File: src/rtl/mips_wb_pkg.sv
// Shared writeback definitions: register-file widths, the queued result entry and the
// hard-wired zero register.
package mips_wb_pkg;

  localparam int unsigned DATA_W = 32;
  localparam int unsigned ADDR_W = 5;

  localparam logic [ADDR_W-1:0] REG_ZERO = '0;

  typedef struct packed {
    logic [ADDR_W-1:0] addr;
    logic [DATA_W-1:0] data;
  } wb_entry_t;

endpackage

File: src/rtl/wb_fifo.sv
// Parameterised synchronous FIFO with occupancy count and full/empty flags.
// Depth must be a power of two so the pointers wrap by natural overflow.
module wb_fifo #(
  parameter int unsigned Depth = 2,
  parameter int unsigned Width = 37,
  localparam int unsigned CntW = $clog2(Depth) + 1
) (
  input  logic             clk,
  input  logic             rst,
  input  logic             push,
  input  logic [Width-1:0] wdata,
  input  logic             pop,
  output logic [Width-1:0] rdata,
  output logic [CntW-1:0]  count,
  output logic             full,
  output logic             empty
);

  localparam int unsigned PtrW = $clog2(Depth);

  logic [Width-1:0] mem_q [Depth];
  logic [PtrW-1:0]  wptr_q, wptr_d;
  logic [PtrW-1:0]  rptr_q, rptr_d;
  logic [CntW-1:0]  cnt_q, cnt_d;
  logic             do_push, do_pop;

  assign empty = (cnt_q == '0);
  assign full  = (cnt_q == CntW'(Depth));
  assign count = cnt_q;
  assign rdata = mem_q[rptr_q];

  // A push into a full FIFO is legal only when the head leaves in the same cycle.
  assign do_pop  = pop && !empty;
  assign do_push = push && (!full || do_pop);

  always_comb begin
    wptr_d = wptr_q;
    rptr_d = rptr_q;
    cnt_d  = cnt_q;
    if (do_push) wptr_d = wptr_q + 1'b1;
    if (do_pop)  rptr_d = rptr_q + 1'b1;
    if (do_push && !do_pop) cnt_d = cnt_q + 1'b1;
    if (!do_push && do_pop) cnt_d = cnt_q - 1'b1;
  end

  always_ff @(posedge clk or negedge rst) begin
    if (!rst) begin
      wptr_q <= '0;
      rptr_q <= '0;
      cnt_q  <= '0;
    end else begin
      wptr_q <= wptr_d;
      rptr_q <= rptr_d;
      cnt_q  <= cnt_d;
    end
  end

  always_ff @(posedge clk) begin
    if (do_push) mem_q[wptr_q] <= wdata;
  end

endmodule

File: src/rtl/wb_write_arbiter.sv
// Register-file write-port arbiter: ALU writeback has priority, mul/div results queue in
// a FIFO, and a pending-destination scoreboard feeds the hazard unit.
// Optional macro WB_MD_BYPASS_EN lets a result skip the empty FIFO when the port is idle.
module wb_write_arbiter
  import mips_wb_pkg::*;
#(
  parameter int unsigned DEPTH  = 2,
  parameter int unsigned DATA_W = mips_wb_pkg::DATA_W,
  parameter int unsigned ADDR_W = mips_wb_pkg::ADDR_W,
  localparam int unsigned CntW  = $clog2(DEPTH) + 1
) (
  input  logic              clk,
  input  logic              rst,
  input  logic              alu_wb_valid,
  input  logic [ADDR_W-1:0] alu_wb_addr,
  input  logic [DATA_W-1:0] alu_wb_data,
  input  logic              md_issue,
  input  logic [ADDR_W-1:0] md_issue_addr,
  input  logic              md_valid,
  output logic              md_ready,
  input  logic [ADDR_W-1:0] md_addr,
  input  logic [DATA_W-1:0] md_data,
  output logic              rf_we,
  output logic [ADDR_W-1:0] rf_a3,
  output logic [DATA_W-1:0] rf_wd,
  output logic [31:0]       pend_mask,
  output logic [CntW-1:0]   fifo_cnt,
  output logic              waw_err
);

  localparam logic [ADDR_W-1:0] Zero = ADDR_W'(REG_ZERO);

  logic [ADDR_W+DATA_W-1:0] head;
  logic [ADDR_W-1:0]        head_addr;
  logic [DATA_W-1:0]        head_data;
  logic                     fifo_full, fifo_empty;
  logic                     fifo_push, fifo_pop;
  logic                     alu_we, md_byp;
  logic                     md_wr;
  logic [ADDR_W-1:0]        md_wr_addr;
  logic [DATA_W-1:0]        md_wr_data;
  logic [31:0]              set_mask, clr_mask;
  logic [31:0]              pend_q, pend_d;
  logic                     waw_q, waw_d;

  assign head_addr = head[ADDR_W+DATA_W-1:DATA_W];
  assign head_data = head[DATA_W-1:0];

  // Writes to $0 are discarded so they never block the FIFO head.
  assign alu_we = rst && alu_wb_valid && (alu_wb_addr != Zero);

`ifdef WB_MD_BYPASS_EN
  assign md_byp = rst && fifo_empty && !alu_we && md_valid;
`else
  assign md_byp = 1'b0;
`endif

  assign fifo_pop  = rst && !alu_we && !fifo_empty;
  assign md_ready  = rst && (!fifo_full || fifo_pop);
  assign fifo_push = md_valid && md_ready && !md_byp;

  wb_fifo #(
    .Depth (DEPTH),
    .Width (ADDR_W + DATA_W)
  ) u_fifo (
    .clk   (clk),
    .rst   (rst),
    .push  (fifo_push),
    .wdata ({md_addr, md_data}),
    .pop   (fifo_pop),
    .rdata (head),
    .count (fifo_cnt),
    .full  (fifo_full),
    .empty (fifo_empty)
  );

  always_comb begin
    md_wr      = 1'b0;
    md_wr_addr = '0;
    md_wr_data = '0;
    if (fifo_pop) begin
      md_wr      = 1'b1;
      md_wr_addr = head_addr;
      md_wr_data = head_data;
    end else if (md_byp) begin
      md_wr      = 1'b1;
      md_wr_addr = md_addr;
      md_wr_data = md_data;
    end
  end

  always_comb begin
    rf_we = 1'b0;
    rf_a3 = '0;
    rf_wd = '0;
    if (alu_we) begin
      rf_we = 1'b1;
      rf_a3 = alu_wb_addr;
      rf_wd = alu_wb_data;
    end else if (md_wr && (md_wr_addr != Zero)) begin
      rf_we = 1'b1;
      rf_a3 = md_wr_addr;
      rf_wd = md_wr_data;
    end
  end

  always_comb begin
    set_mask = '0;
    clr_mask = '0;
    if (md_issue && (md_issue_addr != Zero)) set_mask[md_issue_addr] = 1'b1;
    if (md_wr && (md_wr_addr != Zero))       clr_mask[md_wr_addr]    = 1'b1;
    // Set after clear: a re-issue to a retiring register keeps it pending.
    pend_d = (pend_q & ~clr_mask) | set_mask;
    waw_d  = waw_q | (alu_we && pend_q[alu_wb_addr]);
  end

  always_ff @(posedge clk or negedge rst) begin
    if (!rst) begin
      pend_q <= '0;
      waw_q  <= 1'b0;
    end else begin
      pend_q <= pend_d;
      waw_q  <= waw_d;
    end
  end

  assign pend_mask = pend_q;
  assign waw_err   = waw_q;

endmodule

File: config.mk
export PLATFORM = sky130hd
export DESIGN_NAME = wb_write_arbiter
export DESIGN_NICKNAME = d
export VERILOG_FILES = /design/src/rtl/mips_wb_pkg.sv /design/src/rtl/wb_fifo.sv /design/src/rtl/wb_write_arbiter.sv
export SDC_FILE = /design/constraint.sdc
export NUM_CORES = 1
export LEC_CHECK = 0
export CAP_MARGIN = 30
export CORE_AREA = 2 2 102 94
export CTS_BUF_LIST = sky130_fd_sc_hd__clkbuf_2 sky130_fd_sc_hd__clkbuf_4 sky130_fd_sc_hd__clkbuf_8
export DETAILED_ROUTE_END_ITERATION = 8
export DIE_AREA = 0 0 104 96
export DONT_BUFFER_PORTS = 1
export HOLD_SLACK_MARGIN = 0.12
export PLACE_DENSITY_LB_ADDON = 0.3
export SYNTH_ARGS = -nofsm -noshare
export SYNTH_HDL_FRONTEND = slang
export SYNTH_HIERARCHICAL = 1
export SYNTH_SLANG_ARGS = --single-unit
File: constraint.sdc
create_clock -name clk -period 3.59 [get_ports clk]
set_clock_uncertainty 0.15 [all_clocks]
set_input_delay 1.077 -clock clk [delete_from_list [all_inputs] [get_ports clk]]
set_output_delay 1.077 -clock clk [all_outputs]
set_load 0.03 [all_outputs]
==> out/summary.txt <==
FLOORPLANNING
--------------------------------------------------------------------------------------
Overall die width                                                               104 um
Effective utilization at floorplan                                               58.1%
Vert. Die Dim                                                                    96 um
Number of core rows                                                                 33
Die footprint                                                                 9980 um2
Total core area                                                               8920 um2
I/O pin count                                                                      158

DRT
--------------------------------------------------------------------------------------
Length of the first detailed-routing pass in iterations                              4
Per-cell routed wire length                                                    22.8 um
Iter 0 DRT Violations                                                              191
Antenna violation net count after detailed routing                                   0
Vias                                                                              3181
Via-per-instance ratio                                                            6.34
Post-route DRC                                                                       0
Final wirelength                                                               11.4 mm

TIMING
--------------------------------------------------------------------------------------
Total count of max-transition violations in the final report                         0
Setup WS post-layout                                                          -1.73 ps
Endpoints failing hold                                                               0
Shortest period the worst path allows                                          3590 ps
Maximum operating frequency                                                  0.278 GHz
RSZ-0062 raised after global routing                                              true
Worst Max-Slew Pin Slew                                                         404 ps
Post-Route Hold Slack                                                           240 ps
Worst-case headroom to the max-slew limit                                        72.3%
Final worst path period share                                                     100%
Number of setup violations in the final report                                       4

WORST HOLD PATH
--------------------------------------------------------------------------------------
Hold Crit Class                                                           primary input to async pin

CRITICAL PATH
--------------------------------------------------------------------------------------
Critical path, cell by cell                                               or2_4 -> o41ai_4 -> nand2_4 -> nor2_4 -> buf_6 -> buf_12 -> a22o_4
Crit path arrival time                                                         2360 ps
Slowest cell on the critical path                                              o41ai_4
Critical path fanouts, max                                                          12
Capturing element type of the critical path                                output port
CP required                                                                    2360 ps
CP Class                                                                  primary input to output port
Element type at the critical path start                                   primary input
Critical Path Max Stage Delay                                                   300 ps

YOSYS
--------------------------------------------------------------------------------------
Top FF cell, synth                                                            edfxtp_1
Synthesized cell area                                                         5180 um2
Mapped Cells                                                                       354
Seq/Total Area, Yosys                                                            60.8%
Yosys warning total                                                                  6
Syn_nets                                                                           439
Number of synthesized register bits                                                111
Ys async rst share                                                               33.3%
Yosys cell types                                                                    46
Per-instance average area after synthesis                                     14.6 um2
Number of enable flip-flop cells after synthesis                                    74

PLACED DESIGN
--------------------------------------------------------------------------------------
Number of port buffers                                                               0
Post-DP HPWL                                                                   8.03 mm
Number of placed cells counting well taps                                          478
Routability-driven placement congestion ratio                                    0.882

GLOBAL ROUTING
--------------------------------------------------------------------------------------
Total global routing track utilization                                           22.9%
Initial antenna violation count                                                      0
Vias in the first global route                                                    3182
Largest net degree at the start of global routing                                   42
First-pass GRT wire length                                                     17.2 mm
GRT Residual Overflow                                                                0

CELLS AND AREA
--------------------------------------------------------------------------------------
Antenna cell count                                                                   0
Fraction of layout instances using a drive strength above 1                      34.7%
Area Growth Syn to Fin                                                           15.1%
Total number of nets in the final design                                           460
Finished Layout Cells                                                              502

CLOCK TREE
--------------------------------------------------------------------------------------
Cts bufs inserted                                                                    9
Clock slew at the register clock pins of the worst setup and hold paths         100 ps
Clk buf depth                                                                        2
Root Driver                                                                   clkbuf_8
Post-CTS Hold Buffers                                                                0
Clk sink count                                                                     111
TritonCTS clock tree                                                              done
Clock latency at the later pin of the worst-skew pair                           360 ps
Depth of the CTS H-tree                                                              3

OUTCOME
--------------------------------------------------------------------------------------
Result of the run                                                         complete, but fails checks
Violations in the final reports                                           setup timing

POWER AND IR DROP
--------------------------------------------------------------------------------------
Maximum VDD drop                                                              0.320 mV
Leakage power                                                               0.00225 uW
PwrDens                                                                     764 nW/um2

JOB
--------------------------------------------------------------------------------------
Number of maximum-capacitance violations                                             0

## repair_timing
item                                    in CTS  in global routing
pin swaps                                    0                  3
gates resized for setup                      4                  9
buffers inserted                             1                  6
endpoints found under the setup margin      32                 36
gates cloned                                 0                  2
## registers in the layout (all words and copies together), names as in the netlist
name	count
pend_mask	32
u_fifo/count	2
u_fifo/mem_q	74
u_fifo/rptr_q	1
u_fifo/wptr_q	1
waw_err	1
## cell usage in the layout, fill, tap and decap left out, types with 5 or more instances in the layout
master | synthesis | routed
inv_1 | 5 | 5
clkbuf_8 | 0 | 9
buf_4 | 1 | 18
nor2_4 | 1 | 5
dfrtp_1 | 37 | 36
edfxtp_1 | 74 | 74
mux2_4 | 20 | 22
nor2_1 | 11 | 7
nand2b_1 | 6 | 6
nor2b_1 | 5 | 5
mux2_2 | 18 | 16
mux4_1 | 6 | 6
nand2_1 | 11 | 10
o21ai_0 | 60 | 59
buf_12 | 0 | 5
a22o_4 | 0 | 32
nand3_1 | 6 | 6
## cell type report
class / count / area (um2)
Multi-Input combinational cell: 222 / 2170
Clock inverter: 7 / 60.1
Fill cell: 658 / 2960
Sequential cell: 111 / 3150
Timing Repair Buffer: 26 / 287
Clock buffer: 9 / 124
Inverter: 5 / 18.8
Tap cell: 122 / 153
## cell families (layout without fill, tap and decap cells)
kind of cell / after synthesis / after routing / share of synthesized area (%)
AO/OA/AOI/OAI: 108 / 108 / 14.9
XOR/XNOR: 5 / 5 / 0.846
adder cells (fa/ha/maj): 1 / 1 / 0.242
buffers and inverters: 21 / 47 / 3.09
flip-flops: 111 / 111 / 60.8
multiplexers: 48 / 48 / 13.5
AND/OR/NAND/NOR: 60 / 60 / 6.67
## metal layers
metal	vias to the layer above	GRT usage [%]	routed length [um]
met1	1594	30.2	4660
met3	7	8.87	1110
met5	-	0	0
met4	0	6.42	72
met2	150	36.0	5600
li1	1430	-	-
## per-stage QoR
stage	setup slack (ps)	cell area, um2	utilization [%]	setup TNS [ps]	power, uW
6_report	-1.73	5960	66.8	-5.99	4550
5_1_grt	-56.6	5960	66.8	-1080	4770
4_1_cts	-13.8	5870	65.8	-247	4520
3_5_place_dp	-12.2	5670	63.5	-183	3800
3_3_place_gp	35.1	5670	63.5	0	3760
2_1_floorplan	-237	5440	-	-22320	3450
## where the power goes
| part | internal, uW | leakage (uW) | total (uW) | switching (uW) |
|---|---|---|---|---|
| sequential | 1700 | 0.00111 | 2280 | 574 |
| clock | 267 | 0.0000965 | 703 | 436 |
| combinational | 727 | 0.00105 | 1580 | 848 |
## synthesized netlist by cell type, drive strengths merged, types with 2 or more instances
cell,instances,area [um2]
mux4,6,158
inv,5,18.8
mux2i,4,40.0
or2,3,21.3
nand4,4,25.0
o22ai,2,12.5
nor2,12,52.6
xnor2,3,26.3
a211oi,2,15.0
a22o,36,349
clkbuf,4,16.3
o41ai,2,36.3
nand2,12,52.6
mux2,38,503
nor2b,6,40.0
and2,2,12.5
edfxtp,74,2220
nand3b,3,22.5
nand3,6,30.0
nand2b,7,51.3
dfrtp,37,926
xor2,2,17.5
buf,12,125
o21ai,61,317
o31ai,3,22.5
## final timing paths
kind / startpoint / to / slack [ps] / cells past startpoint
worst max register to register: u_fifo/count[1] / u_fifo/mem_q[0][7] / 960 / 9
worst min register to register: u_fifo/wptr_q / u_fifo/wptr_q / 410 / 1
worst min-delay path: rst / u_fifo/count[1] / 240 / 0
min in group clk: u_fifo/wptr_q / u_fifo/wptr_q / 410 / 1
worst max-delay path: alu_wb_addr[1] / rf_wd[15] / -2 / 7
max in group asynchronous: rst / u_fifo/rptr_q / 2960 / 0
## critical path, delay by kind of cell
kind,cells,cell delay [ps]
AND/OR/NAND/NOR,3,530
AO/OA/AOI/OAI,2,480
buffers and inverters,2,280
Power figures use the tool's default switching activity.
